===== src/rtl/igmp_pkg.sv =====
// -----------------------------------------------------------------------------
// igmp_pkg
// Shared definitions for the IGMP receive sequencer:
//   - IGMP message type codes as they appear in the first byte of word 0
//   - membership event kinds reported on ev_kind
//   - sequencer state encoding
//   - decode_kind(): maps a parsed type byte onto an event kind
// -----------------------------------------------------------------------------
package igmp_pkg;

  localparam logic [7:0] IGMP_QUERY     = 8'h11;
  localparam logic [7:0] IGMP_V2_REPORT = 8'h16;
  localparam logic [7:0] IGMP_V3_REPORT = 8'h22;
  localparam logic [7:0] IGMP_LEAVE     = 8'h17;

  typedef enum logic [1:0] {
    EV_QUERY  = 2'd0,
    EV_REPORT = 2'd1,
    EV_LEAVE  = 2'd2,
    EV_OTHER  = 2'd3
  } ev_kind_t;

  typedef enum logic [2:0] {
    ST_IDLE  = 3'd0,
    ST_LOAD  = 3'd1,
    ST_DRAIN = 3'd2,
    ST_PARSE = 3'd3,
    ST_WAIT  = 3'd4,
    ST_EMIT  = 3'd5
  } state_t;

  // v2 and v3 membership reports collapse onto the same event kind.
  function automatic ev_kind_t decode_kind(input logic [7:0] t);
    case (t)
      IGMP_QUERY:                     return EV_QUERY;
      IGMP_V2_REPORT, IGMP_V3_REPORT: return EV_REPORT;
      IGMP_LEAVE:                     return EV_LEAVE;
      default:                        return EV_OTHER;
    endcase
  endfunction

endpackage


===== src/rtl/igmp_rx_ctrl_if.sv =====
// -----------------------------------------------------------------------------
// igmp_rx_ctrl_if
// Bundles the two handshake paths of the IGMP receive sequencer:
//   in_data/in_valid/in_last/in_ready : payload word stream into the sequencer
//   ev_valid/ev_ready/ev_kind/ev_group: membership events out of the sequencer
// Modports:
//   slave  - the sequencer (consumes words, produces events)
//   master - the surroundings (IP demux feeding words, membership table
//            taking events)
// -----------------------------------------------------------------------------
interface igmp_rx_ctrl_if;
  logic [31:0] in_data;
  logic        in_valid;
  logic        in_last;
  logic        in_ready;
  logic        ev_valid;
  logic        ev_ready;
  logic [1:0]  ev_kind;
  logic [31:0] ev_group;

  modport master (
    output in_data, in_valid, in_last, ev_ready,
    input  in_ready, ev_valid, ev_kind, ev_group
  );

  modport slave (
    input  in_data, in_valid, in_last, ev_ready,
    output in_ready, ev_valid, ev_kind, ev_group
  );
endinterface


===== src/rtl/igmp_rx_stats.sv =====
// -----------------------------------------------------------------------------
// igmp_rx_stats
// Three saturating event counters (good messages, bad verdicts/timeouts,
// runt drops). Each counter sticks at all-ones instead of wrapping.
// Ports:
//   clk, rst (async, active-low)
//   inc_good, inc_bad, inc_runt : one-cycle increment strobes
//   cnt_good, cnt_bad, cnt_runt : CNT_W-bit counter values
// -----------------------------------------------------------------------------
module igmp_rx_stats #(
  parameter int CNT_W = 16
) (
  input  logic             clk,
  input  logic             rst,
  input  logic             inc_good,
  input  logic             inc_bad,
  input  logic             inc_runt,
  output logic [CNT_W-1:0] cnt_good,
  output logic [CNT_W-1:0] cnt_bad,
  output logic [CNT_W-1:0] cnt_runt
);

  logic [2:0]       inc;
  logic [CNT_W-1:0] cnt_arr [3];

  assign inc = {inc_runt, inc_bad, inc_good};

  genvar gi;
  generate
    for (gi = 0; gi < 3; gi++) begin : g_cnt
      logic [CNT_W-1:0] cnt_reg;

      always_ff @(posedge clk or negedge rst) begin
        if (!rst) begin
          cnt_reg <= '0;
        end else if (inc[gi] && (cnt_reg != '1)) begin
          cnt_reg <= cnt_reg + 1'b1;
        end
      end

      assign cnt_arr[gi] = cnt_reg;
    end
  endgenerate

  assign cnt_good = cnt_arr[0];
  assign cnt_bad  = cnt_arr[1];
  assign cnt_runt = cnt_arr[2];

endmodule


===== src/rtl/igmp_rx_ctrl.sv =====
// -----------------------------------------------------------------------------
// igmp_rx_ctrl
// Sequencer in front of the IGMP header parser. Collects the first four
// payload words onto h1..h4, discards any further words (v3 source lists),
// pulses hdr_start, waits for the parser verdict and emits one membership
// event per good message.
// Ports:
//   clk, rst           single clock; asynchronous active-low reset
//   bus (slave)        word stream in (in_*), membership events out (ev_*)
//   h1..h4             latched header words, stable from hdr_start to IDLE
//   hdr_start          one-cycle pulse, header words complete
//   p_valid/p_invalid  parser verdict (only sampled while waiting for it)
//   p_type, p_group    parsed type byte and group address
//   busy               sequencer is not idle
//   cnt_good/bad/runt  statistics (only when IGMP_RX_STATS_EN is defined)
// Parameters: TIMEOUT (verdict wait, cycles), CNT_W (statistics width)
// Build option: IGMP_RX_STATS_EN adds the saturating statistics counters.
// -----------------------------------------------------------------------------
module igmp_rx_ctrl
  import igmp_pkg::*;
#(
  parameter int TIMEOUT = 64,
  parameter int CNT_W   = 16
) (
  input  logic             clk,
  input  logic             rst,
  igmp_rx_ctrl_if.slave    bus,
  output logic [31:0]      h1,
  output logic [31:0]      h2,
  output logic [31:0]      h3,
  output logic [31:0]      h4,
  output logic             hdr_start,
  input  logic             p_valid,
  input  logic             p_invalid,
  input  logic [7:0]       p_type,
  input  logic [31:0]      p_group,
  output logic             busy
`ifdef IGMP_RX_STATS_EN
  ,
  output logic [CNT_W-1:0] cnt_good,
  output logic [CNT_W-1:0] cnt_bad,
  output logic [CNT_W-1:0] cnt_runt
`endif
);

  localparam int TW = $clog2(TIMEOUT + 1);

  state_t        state_reg, state_next;
  logic [1:0]    cnt_reg, cnt_next;
  logic [31:0]   h1_reg, h1_next, h2_reg, h2_next;
  logic [31:0]   h3_reg, h3_next, h4_reg, h4_next;
  logic [TW-1:0] timer_reg, timer_next;
  ev_kind_t      kind_reg, kind_next;
  logic [31:0]   group_reg, group_next;
  logic          in_ready_reg;
  logic          accept;
  logic          good_evt, bad_evt, runt_evt;

  // in_ready is registered so that it reads 0 while reset is held even
  // though the reset state (IDLE) is a word-accepting state.
  assign accept = bus.in_valid && in_ready_reg;

  always_comb begin
    state_next = state_reg;
    cnt_next   = cnt_reg;
    h1_next    = h1_reg;
    h2_next    = h2_reg;
    h3_next    = h3_reg;
    h4_next    = h4_reg;
    timer_next = timer_reg;
    kind_next  = kind_reg;
    group_next = group_reg;
    good_evt   = 1'b0;
    bad_evt    = 1'b0;
    runt_evt   = 1'b0;

    case (state_reg)
      ST_IDLE: begin
        if (accept) begin
          if (bus.in_last) begin
            runt_evt = 1'b1;
          end else begin
            h1_next    = bus.in_data;
            cnt_next   = 2'd1;
            state_next = ST_LOAD;
          end
        end
      end

      ST_LOAD: begin
        if (accept) begin
          case (cnt_reg)
            2'd1:    h2_next = bus.in_data;
            2'd2:    h3_next = bus.in_data;
            default: h4_next = bus.in_data;
          endcase
          cnt_next = cnt_reg + 2'd1;
          if (cnt_reg == 2'd3) begin
            state_next = bus.in_last ? ST_PARSE : ST_DRAIN;
          end else if (bus.in_last) begin
            runt_evt   = 1'b1;
            state_next = ST_IDLE;
          end
        end
      end

      ST_DRAIN: begin
        if (accept && bus.in_last) begin
          state_next = ST_PARSE;
        end
      end

      ST_PARSE: begin
        timer_next = '0;
        state_next = ST_WAIT;
      end

      ST_WAIT: begin
        // An invalid verdict wins even if valid is raised in the same cycle.
        if (p_invalid) begin
          bad_evt    = 1'b1;
          state_next = ST_IDLE;
        end else if (p_valid) begin
          kind_next  = decode_kind(p_type);
          group_next = p_group;
          state_next = ST_EMIT;
        end else if (timer_reg == TW'(TIMEOUT - 1)) begin
          bad_evt    = 1'b1;
          state_next = ST_IDLE;
        end else begin
          timer_next = timer_reg + TW'(1);
        end
      end

      ST_EMIT: begin
        if (bus.ev_ready) begin
          good_evt   = 1'b1;
          state_next = ST_IDLE;
        end
      end

      default: state_next = ST_IDLE;
    endcase
  end

  always_ff @(posedge clk or negedge rst) begin
    if (!rst) begin
      state_reg    <= ST_IDLE;
      cnt_reg      <= '0;
      h1_reg       <= '0;
      h2_reg       <= '0;
      h3_reg       <= '0;
      h4_reg       <= '0;
      timer_reg    <= '0;
      kind_reg     <= EV_QUERY;
      group_reg    <= '0;
      in_ready_reg <= 1'b0;
    end else begin
      state_reg    <= state_next;
      cnt_reg      <= cnt_next;
      h1_reg       <= h1_next;
      h2_reg       <= h2_next;
      h3_reg       <= h3_next;
      h4_reg       <= h4_next;
      timer_reg    <= timer_next;
      kind_reg     <= kind_next;
      group_reg    <= group_next;
      in_ready_reg <= (state_next == ST_IDLE) || (state_next == ST_LOAD) ||
                      (state_next == ST_DRAIN);
    end
  end

  // All handshake outputs come straight from registers: ev_ready never
  // reaches ev_valid combinationally.
  assign h1           = h1_reg;
  assign h2           = h2_reg;
  assign h3           = h3_reg;
  assign h4           = h4_reg;
  assign hdr_start    = (state_reg == ST_PARSE);
  assign busy         = (state_reg != ST_IDLE);
  assign bus.in_ready = in_ready_reg;
  assign bus.ev_valid = (state_reg == ST_EMIT);
  assign bus.ev_kind  = kind_reg;
  assign bus.ev_group = group_reg;

`ifdef IGMP_RX_STATS_EN
  igmp_rx_stats #(
    .CNT_W (CNT_W)
  ) u_stats (
    .clk      (clk),
    .rst      (rst),
    .inc_good (good_evt),
    .inc_bad  (bad_evt),
    .inc_runt (runt_evt),
    .cnt_good (cnt_good),
    .cnt_bad  (cnt_bad),
    .cnt_runt (cnt_runt)
  );
`else
  logic [CNT_W+2:0] unused_stats;
  assign unused_stats = {good_evt, bad_evt, runt_evt, {CNT_W{1'b0}}};
`endif

endmodule

===== src/flat_wrapper.sv =====
// flat-port wrapper written by rule: the top's interface ports become plain ports
module igmp_rx_ctrl_flat import igmp_pkg::*;
#(
  parameter int TIMEOUT = 64,
  parameter int CNT_W   = 16
)
  (clk, rst, h1, h2, h3, h4, hdr_start, p_valid, p_invalid, p_type, p_group, busy, bus_in_data, bus_in_valid, bus_in_last, bus_ev_ready, bus_in_ready, bus_ev_valid, bus_ev_kind, bus_ev_group);
  igmp_rx_ctrl_if bus_i ();
  input  logic clk;
  input  logic rst;
  output logic [31:0] h1;
  output logic [31:0] h2;
  output logic [31:0] h3;
  output logic [31:0] h4;
  output logic hdr_start;
  input  logic p_valid;
  input  logic p_invalid;
  input  logic [7:0] p_type;
  input  logic [31:0] p_group;
  output logic busy;
  input wire logic [$bits(bus_i.in_data)-1:0] bus_in_data;
  input wire logic [$bits(bus_i.in_valid)-1:0] bus_in_valid;
  input wire logic [$bits(bus_i.in_last)-1:0] bus_in_last;
  input wire logic [$bits(bus_i.ev_ready)-1:0] bus_ev_ready;
  output wire logic [$bits(bus_i.in_ready)-1:0] bus_in_ready;
  output wire logic [$bits(bus_i.ev_valid)-1:0] bus_ev_valid;
  output wire logic [$bits(bus_i.ev_kind)-1:0] bus_ev_kind;
  output wire logic [$bits(bus_i.ev_group)-1:0] bus_ev_group;
  assign bus_i.in_data = bus_in_data;
  assign bus_i.in_valid = bus_in_valid;
  assign bus_i.in_last = bus_in_last;
  assign bus_i.ev_ready = bus_ev_ready;
  assign bus_in_ready = bus_i.in_ready;
  assign bus_ev_valid = bus_i.ev_valid;
  assign bus_ev_kind = bus_i.ev_kind;
  assign bus_ev_group = bus_i.ev_group;
  igmp_rx_ctrl #(.TIMEOUT(TIMEOUT), .CNT_W(CNT_W)) u_core (.clk(clk), .rst(rst), .bus(bus_i), .h1(h1), .h2(h2), .h3(h3), .h4(h4), .hdr_start(hdr_start), .p_valid(p_valid), .p_invalid(p_invalid), .p_type(p_type), .p_group(p_group), .busy(busy));
endmodule

===== config.mk =====
export PLATFORM = sky130hd
export DESIGN_NAME = igmp_rx_ctrl_flat
export DESIGN_NICKNAME = d
export VERILOG_FILES = /design/src/rtl/igmp_pkg.sv /design/src/rtl/igmp_rx_ctrl_if.sv /design/src/rtl/igmp_rx_stats.sv /design/src/rtl/igmp_rx_ctrl.sv /design/src/flat_wrapper.sv
export SDC_FILE = /design/constraint.sdc
export NUM_CORES = 1
export LEC_CHECK = 0
export ABC_AREA = 1
export CAP_MARGIN = 15
export CORE_ASPECT_RATIO = 1.75
export CORE_MARGIN = 3
export CORE_UTILIZATION = 49
export DETAILED_ROUTE_END_ITERATION = 10
export PLACE_DENSITY = 0.86
export RECOVER_POWER = 100
export SYNTH_ARGS = -nofsm -noshare
export SYNTH_HDL_FRONTEND = slang
export SYNTH_SLANG_ARGS = --single-unit

===== constraint.sdc =====
create_clock -name clk -period 2.2 [get_ports clk]
set_input_delay 0.33 -clock clk [delete_from_list [all_inputs] [get_ports clk]]
set_output_delay 0.33 -clock clk [all_outputs]
set_load 0.005 [all_outputs]

==> qor.txt, run 1 <==
Clock share of power = 24.3%
FILL cells = 1078
Most common cell in the netlist = nand2_1
Number of distinct library cells after synthesis = 25
Via count = 5880
Worst hold path class = primary input to flip-flop
Internal Power = 9000 µW
Tcrit/Tclk final = 92.5%
Static leakage = 0.00511 µW
Multi-input gate area = 2060 µm²
Setup Buffers After CTS = 0
Largest area contributor in the netlist = dfrtp_1
Die area = 16100 µm²
Largest net degree at the start of global routing = 58
Buffers added on ports = 244
Vias/cell = 5.02
Initial DRC Count = 280
Vias in the first global route = 6122
Clk slew on worst S/H paths = 70 ps
N_diodes = 0
HPWL after DPL = 14100 µm
Total core area = 14100 µm²
Setup crit end kind = primary output
Die Width = 97.3 µm
Finished Cell Area = 10000 µm²
Worst reg2reg path depth = 7
Worst IR Drop VDD = 0.759 mV
Synth cell count leaders = nand2_1, dfrtp_1, o21ai_2, inv_1, o21ai_1
GRT overflow = 0
Root buf cell = clkbuf_16
Mapped Cells = 732
Register area = 4380 µm²
Layout cell share with drive strength beyond 1 = 5.94%
Synth-to-layout area growth = 40.5%
Power Density = 1310 nW/µm²
Sequential share of power = 40.4%
Worst-Skew Late Latency = 420 ps
CP Data Required Time = 1870 ps
Nets = 1064
First-pass GRT wire length = 31100 µm
Top cells by area, synth = dfrtp_1, nand2_1, o21ai_2
Hold Vio Cnt, Final = 0
Clk buf depth = 2
Post-Syn Area = 7150 µm²
Post-route ant nets = 0
Setup TNS = 0 ps
CTS tree = built
Starting density of the core = 50.7%
GR Util All Layers = 24.1%
Fmax = 491 MHz
Drt wl/cell = 16.3 µm
Initial antenna violation count = 0
Initial DRT Pass Iterations = 4
Status = complete, no violations
Placed Area = 9740 µm²
# IOs = 245
Mapped Nets = 815
Worst Path Arrival = 1710 ps
Clock sink total = 175
Yosys warning total = 0
Avg Cell Area, Syn = 9.77 µm²
CP Launch Type = flip-flop
Total Wirelength = 19100 µm
Net switching power = 4190 µW
# Max-Cap Violations = 0
Placement Rows = 57
Comb power frac = 35.2%
Min Tclk post-route = 2040 ps
Number of synthesized flops with an enable pin = 0
Worst-Margin Slew = 1040 ps
Placer Congestion = 0.885
Layout Skew = 12.3 ps
H-tree levels = 4
Switch share = 31.8%
Yosys reg bits = 175
Slew HR = 30.6%
Die H = 166 µm
Fin. max-slew vios = 0
Total CTS buffers = 17
Ys flop type = dfrtp_1
Worst-path fanout max = 5
Async S/R FF share, synth = 100%
Share of the synthesized area in the top cell type = 61.2%
Endpoints failing setup = 0
Unrepaired setup endpoints after global routing = no
Residual DRC = 0
Crit path kind = flip-flop to primary output
Worst hold path depth = 3
Sequential element share of the synthesized area = 61.2%
timing repair:
item / in CTS / in global routing
gates resized for setup: 0 / 1
endpoints found under the setup margin: 0 / 1
hold endpoints to repair: 37 / 0
hold buffers: 1 / 0
area by class of cell:
cell class                      count  share of cell area, %
Timing Repair Buffer              261                   25.4
Multi-Input combinational cell    471                   20.5
Tap cell                          177                   2.20
Clock buffer                       18                   4.37
Clock inverter                     14                   1.92
Sequential cell                   175                   43.6
Inverter                           55                   2.07
stage by stage:
stage	setup slack [ps]	total power (µW)	util (%)	hold slack, ps	std cells
after floorplan	819	7440	-	34.4	732
after global placement	337	10800	68.9	269	1138
after detailed placement	222	11000	68.9	269	1138
after CTS	78.8	14300	73.5	384	1171
after global routing	48.1	14100	71.2	459	1171
final	165	13200	71.2	456	1171
worst paths after layout:
path / slack (ps) / endpoint / from
worst max-delay path: 160 / busy / u_core.state_reg[1]
worst min-delay path: 460 / u_core.bus.ev_group[9] / p_group[9]
max in group asynchronous: 300 / u_core.h1[14] / rst
min in group asynchronous: 630 / u_core.bus.ev_group[18] / rst
worst max register to register: 310 / u_core.h4[16] / u_core.state_reg[1]
worst min register to register: 460 / u_core.bus.ev_group[13] / u_core.bus.ev_group[13]
power by group through the flow:
stage | registers (µW) | logic (µW) | clock network, µW
after floorplan | 5500 | 1940 | 0
after global placement | 5380 | 5440 | 0
after detailed placement | 5430 | 5620 | 0
after CTS | 5400 | 5650 | 3270
after global routing | 5530 | 5150 | 3390
final | 5330 | 4650 | 3210
cell usage in the layout (no fill, tap or decap), types with 6 or more instances in the layout:
cell type / instances
o21ai_0: 114
inv_1: 52
clkbuf_16: 17
nand4_1: 6
clkdlybuf4s50_1: 78
nand2_1: 278
dlygate4sd3_1: 166
nor2_1: 25
nand3_1: 14
clkbuf_2: 6
o21ai_1: 11
o21ai_2: 6
dfrtp_1: 175
routing by layer:
| metal | vias up | track usage [%] | wire length (µm) |
|---|---|---|---|
| li1 | 2818 | - | - |
| met1 | 2796 | 26.5 | 7040 |
| met3 | 52 | 5.76 | 1080 |
| met2 | 214 | 42.5 | 9970 |
| met5 | - | 0 | 0 |
| met4 | 0 | 12.8 | 995 |
kinds of logic (layout without fill, tap and decap cells):
family	Yosys count	after routing	synth area share [%]
simple gates	331	331	18.7
flops	175	175	61.2
compound gates	136	136	12.5
buf+inv	86	348	6.86
fa+ha+maj	4	4	0.700
worst max-delay path: stages (launching register included):
cell and delay (ps):
dfrtp_1 420, nor2_1 210, nand2_1 70, dlygate4sd3_1 600
Power figures use the tool's default switching activity.
==> run 2, diff against run 1 <==
--- a/config.mk
+++ b/config.mk
@@ -9,10 +9,12 @@
 export CAP_MARGIN = 15
 export CORE_ASPECT_RATIO = 1.75
 export CORE_MARGIN = 3
-export CORE_UTILIZATION = 49
+export CORE_UTILIZATION = 51
+export CTS_BUF_LIST = sky130_fd_sc_hd__clkbuf_4 sky130_fd_sc_hd__clkbuf_8
 export DETAILED_ROUTE_END_ITERATION = 10
-export PLACE_DENSITY = 0.86
+export PLACE_DENSITY = 0.89
 export RECOVER_POWER = 100
+export REMOVE_ABC_BUFFERS = 1
 export SYNTH_ARGS = -nofsm -noshare
 export SYNTH_HDL_FRONTEND = slang
 export SYNTH_SLANG_ARGS = --single-unit
==> constraint.sdc (replaced) <==
create_clock -name clk -period 2.43 [get_ports clk]
set_input_delay 0.3645 -clock clk [delete_from_list [all_inputs] [get_ports clk]]
set_output_delay 0.3645 -clock clk [all_outputs]
set_load 0.005 [all_outputs]
==> run 2 against run 1 <==
Wire length fell by 2.4%; clock power shrank 40%; largest cell class unchanged; critical path depth grew 1; global-route usage is 0.34 points higher; critical path type unchanged; sequential power is 9.4% lower; core utilization rose by 0.65 points; clock-buffer cell count increased by 1; setup slack better by 96 ps; hold slack worse by 7.8 ps; clock skew grew 6.6 ps; largest power group unchanged; die area decreased by 3.7%; total power shrank 17%.
==> qor.txt, run 2 (same netlist as run 1, synthesis figures left out) <==
Placement Rows = 56 (was 57)
CP Data Required Time = 2070 ps (was 1870 ps)
Fmax = 461 MHz
Drt wl/cell = 16.0 µm (was 16.3 µm)
Placed Area = 9670 µm² (was 9740 µm²)
Nets = 1058 (was 1064)
Residual DRC = 0 (unchanged)
Worst-Skew Late Latency = 440 ps (was 420 ps)
Layout Skew = 18.9 ps (was 12.3 ps)
Min Tclk post-route = 2170 ps
Setup Buffers After CTS = 0 (unchanged)
Setup crit end kind = primary output (unchanged)
Cell mode on critical path = inv_1
Initial DRC Count = 251 (was 280)
Layout cell share with drive strength beyond 1 = 5.26% (was 5.94%)
Worst IR Drop VDD = 0.768 mV (was 0.759 mV)
Total CTS buffers = 17 (unchanged)
Total Wirelength = 18600 µm (was 19100 µm)
Largest net degree at the start of global routing = 65 (was 58)
Die H = 163 µm (was 166 µm)
CP Launch Type = flip-flop (unchanged)
Post-CTS Resized = 0 (unchanged)
Hold_buf cts = 1 (unchanged)
Endpoints failing setup = 0 (unchanged)
HPWL after DPL = 13800 µm (was 14100 µm)
GRT overflow = 0 (unchanged)
Setup TNS = 0 ps (unchanged)
Crit-path slowest cell = dlygate4sd3_1 (unchanged)
Synth-to-layout area growth = 36.5% (was 40.5%)
Crit path kind = flip-flop to primary output (unchanged)
Status = complete, no violations (unchanged)
H-tree levels = 4 (unchanged)
Total core area = 13600 µm² (was 14100 µm²)
Static leakage = 0.00498 µW (was 0.00511 µW)
Unrepaired setup endpoints after global routing = no (unchanged)
Clk buf depth = 2 (unchanged)
# IOs = 245 (unchanged)
Via count = 5850 (was 5880)
N_diodes = 0 (unchanged)
Placer Congestion = 0.817 (was 0.885)
Final Instance Count excl. Fillers = 1162 (was 1171)
Vias in the first global route = 5849 (was 6122)
Max incr delay on CP = 570 ps (was 600 ps)
Die area = 15500 µm² (was 16100 µm²)
CP Cell Sequence = inv_1 > nand3_1 > inv_1 > dlygate4sd3_1 (was nor2_1 > nand2_1 > dlygate4sd3_1)
Initial antenna violation count = 0 (unchanged)
Worst-path fanout max = 4 (was 5)
Inst Count DP = 1129 (was 1138)
Slew HR = 10.7% (was 30.6%)
Starting density of the core = 52.6% (was 50.7%)
Core Util, Final = 71.8% (was 71.2%)
Clk slew on worst S/H paths = 100 ps (was 70 ps)
Tcrit/Tclk final = 89.2%
# Max-Cap Violations = 0 (unchanged)
Buffers added on ports = 244 (unchanged)
Worst-Margin Slew = 1340 ps (was 1040 ps)
Worst hold path class = primary input to flip-flop (unchanged)
Post-route ant nets = 0 (unchanged)
Finished Cell Area = 9760 µm² (was 10000 µm²)
Most frequent cells in the layout = nand2_1, dfrtp_1, dlygate4sd3_1 (unchanged)
Commonest non-fill, non-tap cell in the layout = nand2_1 (unchanged)
Worst Path Arrival = 1800 ps (was 1710 ps)
Power Density = 1120 nW/µm² (was 1310 nW/µm²)
GR Util All Layers = 24.4% (was 24.1%)
Crit path buf inv count = 3 (was 1)
Hold Vio Cnt, Final = 0 (unchanged)
Die Width = 95.5 µm (was 97.3 µm)
CTS tree = built (unchanged)
Clock sink total = 175 (unchanged)
Root buf cell = clkbuf_8 (was clkbuf_16)
Largest delay share family, worst path = buffers and inverters (unchanged)
Fin. max-slew vios = 0 (unchanged)
Initial DRT Pass Iterations = 5 (was 4)
First-pass GRT wire length = 29100 µm (was 31100 µm)
Vias/cell = 5.03 (was 5.02)
[run 2: changes by cell type in the layout (fill, tap and decap cells not counted), moves of 2 or more]
cell       previous run  this run
clkinv_4              0         3
clkbuf_4              2         0
o21ai_0             114       118
buf_6                 0         3
clkbuf_2              6         4
clkbuf_8              1        19
bufinv_16             3         0
clkbuf_16            17         0
o21ai_1              11         8
buf_4                 3         0
[run 2: cell type report]
type	count	area [µm²]
clock buffers	19	262
clock inverters	13	119
fillers	1006	3830
inverters	55	208
multi-input cells	471	2060
flip-flops and latches	175	4380
well taps	174	218
repair buffers	255	2510
[run 2: path summary, 6_finish.rpt]
kind                                         from                      end  slack [ps]  cells after the start
max                           u_core.state_reg[2]                hdr_start         260                      4
min                                   p_group[18]  u_core.bus.ev_group[18]         450                      3
max reg2reg                   u_core.state_reg[0]            u_core.h3[29]         320                      8
min reg2reg                u_core.bus.ev_group[4]   u_core.bus.ev_group[4]         470                      2
max in group asynchronous                     rst            u_core.h4[29]         440                      3
min in group asynchronous                     rst            u_core.h1[20]         770                      2
[run 2: power by group]
group          internal [µW]  leakage (µW)  switching (µW)
combinational           2280       0.00254            1910
sequential              4160       0.00226             671
clock                    806      0.000190            1120
total                   7240       0.00498            3700
[run 2: worst register-to-register path, stage by stage (launching register included)]
cell,delay (ps)
dfrtp_1,430
inv_1,80
nor3_1,350
nand2_2,110
clkinvlp_2,210
nand2_1,260
buf_6,330
nand2_1,120
o21ai_0,100
[run 2: stage by stage]
step,hold slack (ps),power (µW),worst slack [ps]
floorplan,68.9,6610,260
global placement,356,9770,469
detailed placement,354,9980,404
CTS,417,12000,238
global route,431,11700,78.9
finish,448,10900,261
[run 2: metal layers]
metal,GRT usage [%],part of all wire [%],vias up
li1,-,-,2817
met1,25.6,35,2790
met2,45.5,56,216
met3,6.10,6.9,27
met4,8.87,2.6,0
met5,0,0,-
